**src/rtl/pipe_hazard_ctrl.sv**
```systemverilog
// Pipeline sequencing controller: PC / pipeline-register enables, flushes and bubbles.
// Latency: control outputs are combinational from state and inputs; mem_err and counters are registered.
// Backpressure: a memory wait freezes PC..EX/MEM and bubbles WB. A hung memory halts the core until rst.
// Optional feature: define PIPE_CTRL_PERF_EN to build the stall/flush performance counters.
module pipe_hazard_ctrl #(
  parameter int R_ADRESS_WIDTH = 5,
  parameter int MEM_TIMEOUT    = 16,
  parameter int CNT_WIDTH      = 32
) (
  input  logic                      clk,
  input  logic                      rst,
  input  logic [R_ADRESS_WIDTH-1:0] id_rs1,
  input  logic [R_ADRESS_WIDTH-1:0] id_rs2,
  input  logic                      id_uses_rs1,
  input  logic                      id_uses_rs2,
  input  logic [R_ADRESS_WIDTH-1:0] ex_rd,
  input  logic                      ex_mem_read,
  input  logic                      ex_branch_taken,
  input  logic                      mem_req,
  input  logic                      mem_ready,
  output logic                      pc_en,
  output logic                      ifid_en,
  output logic                      idex_en,
  output logic                      exmem_en,
  output logic                      memwb_en,
  output logic                      ifid_flush,
  output logic                      idex_flush,
  output logic                      memwb_bubble,
  output logic                      mem_err,
  output logic [CNT_WIDTH-1:0]      stall_cycles,
  output logic [CNT_WIDTH-1:0]      flush_count
);

  typedef enum logic [1:0] {RUN, MEM_WAIT, HALT} state_t;

  // Wait counter only has to reach MEM_TIMEOUT-1; with the watchdog off it may wrap freely.
  localparam int WCW = (MEM_TIMEOUT > 1) ? $clog2(MEM_TIMEOUT) : 1;
  localparam logic [WCW-1:0] TO_LAST = WCW'((MEM_TIMEOUT > 0) ? MEM_TIMEOUT - 1 : 0);

  state_t         state, next_state;
  logic [WCW-1:0] wait_cnt, wait_cnt_nxt;
  logic           err_set;
  logic           mem_stall;
  logic           load_use;

  assign mem_stall = mem_req && !mem_ready;
  assign load_use  = ex_mem_read && (ex_rd != '0) &&
                     ((id_uses_rs1 && (id_rs1 == ex_rd)) || (id_uses_rs2 && (id_rs2 == ex_rd)));

  // Next-state and control outputs: memory stall > taken branch > load-use > free-run.
  always_comb begin
    next_state   = state;
    wait_cnt_nxt = wait_cnt;
    err_set      = 1'b0;
    pc_en        = 1'b1;
    ifid_en      = 1'b1;
    idex_en      = 1'b1;
    exmem_en     = 1'b1;
    memwb_en     = 1'b1;
    ifid_flush   = 1'b0;
    idex_flush   = 1'b0;
    memwb_bubble = 1'b0;

    if (state == HALT) begin
      pc_en    = 1'b0;
      ifid_en  = 1'b0;
      idex_en  = 1'b0;
      exmem_en = 1'b0;
      memwb_en = 1'b0;
    end else if (mem_stall) begin
      // WB still advances but takes a bubble so its instruction retires only once.
      pc_en        = 1'b0;
      ifid_en      = 1'b0;
      idex_en      = 1'b0;
      exmem_en     = 1'b0;
      memwb_bubble = 1'b1;
    end else if (ex_branch_taken) begin
      // The load-use consumer sits in a flushed slot, so no stall is needed.
      ifid_flush = 1'b1;
      idex_flush = 1'b1;
    end else if (load_use) begin
      pc_en      = 1'b0;
      ifid_en    = 1'b0;
      idex_flush = 1'b1;
    end

    case (state)
      RUN: begin
        if (mem_stall) begin
          next_state   = MEM_WAIT;
          wait_cnt_nxt = WCW'(1);
        end
      end
      MEM_WAIT: begin
        // Dropping mem_req counts as a release just like mem_ready.
        if (!mem_stall) begin
          next_state = RUN;
        end else if ((MEM_TIMEOUT != 0) && (wait_cnt == TO_LAST)) begin
          next_state = HALT;
          err_set    = 1'b1;
        end else begin
          wait_cnt_nxt = wait_cnt + 1'b1;
        end
      end
      default: next_state = HALT;
    endcase

    // Reset overrides everything: freeze all registers and load bubbles.
    if (rst) begin
      pc_en        = 1'b0;
      ifid_en      = 1'b0;
      idex_en      = 1'b0;
      exmem_en     = 1'b0;
      memwb_en     = 1'b0;
      ifid_flush   = 1'b1;
      idex_flush   = 1'b1;
      memwb_bubble = 1'b1;
    end
  end

  // State, wait counter and sticky watchdog error.
  always_ff @(posedge clk) begin
    if (rst) begin
      state    <= RUN;
      wait_cnt <= '0;
      mem_err  <= 1'b0;
    end else begin
      state    <= next_state;
      wait_cnt <= wait_cnt_nxt;
      if (err_set) mem_err <= 1'b1;
    end
  end

`ifdef PIPE_CTRL_PERF_EN
  logic [CNT_WIDTH-1:0] stall_q, flush_q;

  // Saturating performance counters; HALT cycles are not counted as stalls.
  always_ff @(posedge clk) begin
    if (rst) begin
      stall_q <= '0;
      flush_q <= '0;
    end else begin
      if (!pc_en && (state != HALT) && (stall_q != '1)) stall_q <= stall_q + 1'b1;
      if ((ifid_flush || idex_flush) && (flush_q != '1)) flush_q <= flush_q + 1'b1;
    end
  end

  assign stall_cycles = stall_q;
  assign flush_count  = flush_q;
`else
  assign stall_cycles = '0;
  assign flush_count  = '0;
`endif

endmodule

```
**config.mk**
```make
export PLATFORM = sky130hd
export DESIGN_NAME = pipe_hazard_ctrl
export DESIGN_NICKNAME = d
export VERILOG_FILES = /design/src/rtl/pipe_hazard_ctrl.sv
export SDC_FILE = /design/constraint.sdc
export NUM_CORES = 1
export LEC_CHECK = 0
export CAP_MARGIN = 15
export CORE_MARGIN = 3
export CORE_UTILIZATION = 32
export CTS_CLUSTER_SIZE = 25
export DETAILED_ROUTE_END_ITERATION = 8
export PLACE_DENSITY = 0.84
export SLEW_MARGIN = 10
export SYNTH_ARGS = -nofsm -noshare
export SYNTH_HDL_FRONTEND = slang
export SYNTH_SLANG_ARGS = --single-unit
```
**constraint.sdc**
```tcl
create_clock -name clk -period 3.92 [get_ports clk]
set_input_delay 0.784 -clock clk [delete_from_list [all_inputs] [get_ports clk]]
set_output_delay 0.784 -clock clk [all_outputs]
set_load 0.05 [all_outputs]
```
==> impl_results.md, run 1 <==
* Mean Syn Cell Area at between 7 and 8 um^2
* GRT Total Usage at 0.0751
* # resized after CTS at 0
* F_max at approximately 300 MHz
* Worst-skew pair later-pin latency at roughly 0.25 ns
* Vias in the first global route at roughly 520
* Hold Path Stages at 2
* Reg2Reg Setup Slack at ~2.6 ns
* HP Start: mem_err
* Register bit total from synthesis at 7
* Core area at about 0.0029 mm^2
* Adder-cell share of the synthesized area at 0.0126
* Routed vias/inst at approximately 3.7
* Largest net degree at the start of global routing at 11
* Synth Area in Compound Gates at 0.0792
* FP Rows at 19
* Wirelength per Cell at 8.79 um
* TNS Setup at 0 ns
* DRC Markers at 0
* Post-CTS Setup Bufs at 0
* I/O Buffers at 31
* Met3 Resource Use GR at 0.0248
* DIE WIDTH at between 60 and 70 um
* TritonCTS clock tree: yes
* Mux contribution to synthesized area at 0
* First-pass detailed-route iteration total at 2
* Hold EP: mem_err
* Met2 global-route usage at 0.127
* Synth Area in XOR/XNOR at 0.106
* # H-tree levels at 1
* Register area share after synthesis at 0.141
* Commonest cells after routing, fill and taps aside: conb_1, clkdlybuf4s50_1, xor2_1, dfxtp_1, nor2_1
* # setup viols final at 0
* Clock-pin slew on the worst setup and hold paths at ~0.050 ns
* Final hold slack at approximately 0.45 ns
* Slew Limit Fails at 0
* Unrepaired setup endpoints after global routing: no
* Max cap viols at 0
* Clock Sinks at 7
* Die Y at around 62 um
* Global route total overflow at 0
* Final hold vios at 0
* Area delta synth->final at 10.6%
* Max rail drop VDD at roughly 0.15 mV
* Crit. End Element: output port
* Total CTS buffers at 3
* Initial cell density of the core at 0.349
* Leakage at between 0.5 and 0.6 nW
* Worst slew pin tran at roughly 0.50 ns
* Main combinational cell family by area after synthesis: buffers and inverters
* Outcome: finished clean
* Post-layout total power at about 350 uW
* ANT cells at 0
* CTS Buffer Depth at 2
* Critical R2R Capture: wait_cnt[0]
* Initial antenna violation count at 0
* DR iter-0 viols at 5
* Met1 Usage GRT at 0.0883
* Via count at between 700 and 800
* Clock skew at around 0.0016 ns
* Io pins at 96
* Reg2Reg Depth at 5
* Final HPWL DP at between 1500 and 2000 um
* Crit start category: input pin
* CP max FO at 3
* Die ar. at roughly 0.0038 mm^2
* Synth cell types at 28
* Min-Delay Path Class: flop to flop
* Slew margin rel. at 0.665
* Setup crit start: mem_ready
* CP required at about 3.1 ns
* First-pass GRT wire length at between 2000 and 2500 um
* Nets at 185
* Routed WL at approximately 1700 um
* Clock root buffer: clkbuf_4
* Pwr/cell area at about 320 mW/mm^2
* Gate Count Post-Synth at about 130
* Antenna Nets Post-Route at 0
* Most common cell after layout, fill and taps aside: conb_1
* Clock period minus worst slack at between 3 and 4 ns
* Final core utilization at 0.386
* Reg2reg start: wait_cnt[0]
* Final Cycle Share at 0.859
* Ys Warns at 0
* Gr busiest metal: met2
* Critical path arrival at around 2.6 ns
* Synthesized cell area at roughly 990 um^2
* Crit Path Category: input pin to output port
* Simple-Gate Fraction of Synth Area at 0.137
* Cts hold-fix bufs at 0
* Cell count after placement at roughly 190
* Layout cells sized above 1 at 0.0500
* Routability cong. at roughly 0.7
* Layout Cells excl Fill at approximately 190
-- Yosys cell counts --
cell	count	area share
o21ai_1	1	0.0050
or2_1	1	0.0063
a32oi_1	1	0.0088
o31ai_1	1	0.0075
nor4_2	1	0.013
xor2_1	10	0.088
o31a_1	1	0.0088
a21oi_1	4	0.020
dfxtp_1	7	0.14
a31oi_1	1	0.0063
nand2_1	4	0.015
nand4_1	2	0.013
and2_0	1	0.0063
nor4_1	1	0.0063
clkbuf_1	1	0.0038
buf_4	66	0.50
nor3b_2	1	0.013
conb_1	1	0.0038
and2_1	2	0.013
or4_1	1	0.0075
xnor2_1	2	0.018
nor2b_1	2	0.013
a21o_1	2	0.015
o21bai_1	1	0.0075
ha_1	1	0.013
nor2_1	6	0.023
inv_1	5	0.019
nand3_1	2	0.010
-- flip-flops by register name, summed over array words and instances, names as in the netlist --
signal and flops:
state 2, wait_cnt 4, mem_err 1
-- worst max-delay path, cell delays in order --
cell and delay, ns:
clkdlybuf4s50_1 0.49, nor2b_1 0.08, or2_1 0.22, nor2_1 0.17
clkdlybuf4s50_1 0.84
-- layout make-up --
class | count | area (um^2)
fill | 306 | 1750
clock buffer | 4 | 26.3
inverter | 5 | 18.8
multi-input combinational | 113 | 573
timing repair buffer | 31 | 303
sequential | 7 | 140
tap | 31 | 38.8
-- through the flow --
| stage | instance area [um^2] | setup slack, ns |
|---|---|---|
| detailed placement | 1070 | 0.517 |
| CTS | 1100 | 0.518 |
| floorplan | 1230 | 0.395 |
| global route | 1100 | 0.447 |
| finish | 1100 | 0.553 |
| global placement | 1070 | 0.534 |
-- power breakdown --
part           switching, mW  internal [mW]  total, mW
Sequential           0.00127         0.0724     0.0737
Clock                 0.0263         0.0388     0.0651
Combinational          0.173         0.0376      0.211
-- logic make-up (layout without fill, tap and decap cells) --
kind of cell | Yosys count | in the layout
flip-flops | 7 | 7
other | 1 | 64
AND/OR/NAND/NOR | 24 | 24
XOR/XNOR | 12 | 12
AO/OA/AOI/OAI | 12 | 12
buffers and inverters | 72 | 40
adder cells (fa/ha/maj) | 1 | 1
-- metal layers --
| layer | vias to the layer above | part of all wire | wire length [um] |
|---|---|---|---|
| met5 | - | 0 | 0 |
| met2 | 49 | 0.53 | 889 |
| li1 | 344 | - | - |
| met4 | 0 | 0 | 0 |
| met1 | 309 | 0.36 | 605 |
| met3 | 0 | 0.11 | 184 |
-- how the worst max path moves through the flow --
stage,endpoint,slack (ns),cells after the start
after floorplan,pc_en,0.40,5
after CTS,idex_en,0.52,5
after global placement,exmem_en,0.53,5
after detailed placement,idex_en,0.52,5
final,exmem_en,0.55,5
after global routing,exmem_en,0.45,5
(Power assumes the default switching activity.)
==> run 2, diff against run 1 <==
--- a/config.mk
+++ b/config.mk
@@ -11,6 +11,7 @@
 export CTS_CLUSTER_SIZE = 25
 export DETAILED_ROUTE_END_ITERATION = 8
 export PLACE_DENSITY = 0.84
+export REMOVE_ABC_BUFFERS = 1
 export SLEW_MARGIN = 10
 export SYNTH_ARGS = -nofsm -noshare
 export SYNTH_HDL_FRONTEND = slang
==> impl_results.md, run 2 (synthesis results as in run 1) <==
* Die ar. at between 0.003 and 0.004 mm^2
* Met1 WL at approximately 590 um
* Crit. End Element: output port
* Pwr/cell area at 321 mW/mm^2
* Final setup margin at approximately 0.57 ns
* Cell count after placement at ~190
* Io pins at 96
* Via count at roughly 700
* Fill count at 293
* Worst-skew pair later-pin latency at roughly 0.26 ns
* Final hold vios at 0
* Core area at between 0.002 and 0.003 mm^2
* GRT Total Usage at 0.0759
* Global route total overflow at 0
* I/O Buffers at 31
* Nets at 185
* Total CTS buffers at 3
* Initial antenna violation count at 0
* Vias in the first global route at 528
* Max cap viols at 0
* Clock Sinks at 7
* F_max at 299 MHz
* Routed WL at between 1500 and 2000 um
* Max rail drop VDD at a little under 0.2 mV
* CP cell instances: clkdlybuf4s50_1, nor2b_1, or2_1, nor2_1, clkdlybuf4s50_1
* CP max stage cell: clkdlybuf4s50_1
* Clock skew at between 0.004 and 0.005 ns
* Leakage at between 0.5 and 0.6 nW
* First-pass GRT wire length at ~2100 um
* Die Y at about 60 um
* Post-CTS Setup Bufs at 0
* Slew Limit Fails at 0
* Crit Path Category: input pin to output port
* Reg2Reg Setup Slack at ~2.6 ns
* Commonest cells after routing, fill and taps aside: conb_1, clkdlybuf4s50_1, xor2_1, dfxtp_1, nor2_1
* CP max FO at 3
* Unrepaired setup endpoints after global routing: no
* Clock period minus worst slack at around 3.3 ns
* # setup viols final at 0
* Most common cell after layout, fill and taps aside: conb_1
* Worst slew pin tran at between 0.4 and 0.5 ns
* ANT cells at 0
* TritonCTS clock tree: yes
* # H-tree levels at 1
* Largest net degree at the start of global routing at 11
* Layout cells sized above 1 at 0.0500
* Top flop regs: wait_cnt x4, state x2, mem_err x1
* Outcome: finished clean
* Critical path arrival at ~2.6 ns
* Met3 WL at around 250 um
* # resized after CTS at 0
* Crit path top cell by count: clkdlybuf4s50_1
* Wirelength per Cell at between 8 and 9 um
* Layout Cells excl Fill at ~190
* DIE WIDTH at ~62 um
* Routability cong. at approximately 0.71
* CTS Buffer Depth at 2
* DR WL met2 at between 800 and 900 um
* DR iter-0 viols at 3
* Initial cell density of the core at 0.349
* TNS Setup at 0 ns
* Final Instance Area at between 0.001 and 0.0015 mm^2
* Min-Delay Path Class: flop to flop
* Final Cycle Share at 0.854
* Top layer in use: met4
* Cts hold-fix bufs at 0
* FP Rows at 19
* DRC Markers at 0
* Clock root buffer: clkbuf_4
* Antenna Nets Post-Route at 0
* Routed vias/inst at 3.66
* Biggest register: wait_cnt
* CP max stage delay at around 0.84 ns
* Crit start category: input pin
* Clock-pin slew on the worst setup and hold paths at around 0.050 ns
* Max reg flops at 4
* Pre-CTS WS at approximately 0.55 ns
* Final hold slack at 0.448 ns
* Slew margin rel. at 0.667
* Final HPWL DP at 1560 um
* CP required at 3.14 ns
* Final core utilization at 0.386
* DP Area at 0.00107 mm^2
* First-pass detailed-route iteration total at 3
* Area delta synth->final at 10.6%
* Post-layout total power at ~350 uW
-- run 2: worst paths after layout --
| check | from | endpoint | depth (start not counted) |
|---|---|---|---|
| worst max-delay path | mem_ready | idex_en | 5 |
| worst min-delay path | mem_err | mem_err | 2 |
| worst max register to register | wait_cnt[0] | wait_cnt[0] | 5 |
| worst min register to register | mem_err | mem_err | 2 |
-- run 2: layout make-up --
type,instances,area (um^2),share of cell area
Inverter,5,18.8,0.0171
Clock buffer,4,26.3,0.0239
Multi-Input combinational cell,113,573,0.521
Tap cell,31,38.8,0.0353
Sequential cell,7,140,0.127
Timing Repair Buffer,31,303,0.275
-- run 2: report_power, final --
| part | switching [mW] | internal [mW] | leakage [nW] |
|---|---|---|---|
| clock | 0.0293 | 0.0390 | 0.0150 |
| sequential | 0.00132 | 0.0724 | 0.0568 |
| combinational | 0.173 | 0.0377 | 0.469 |
-- run 2: layer usage --
metal | up-vias | GRT usage
li1 | 345 | -
met1 | 298 | 0.0746
met2 | 54 | 0.143
met3 | 2 | 0.0289
met4 | 0 | 0.0273
met5 | - | 0
-- run 2: critical path: cells and delay by family --
kind                   cells  cell delay (ns)
buffers and inverters      2             1.33
and+or+nand+nor            3             0.45
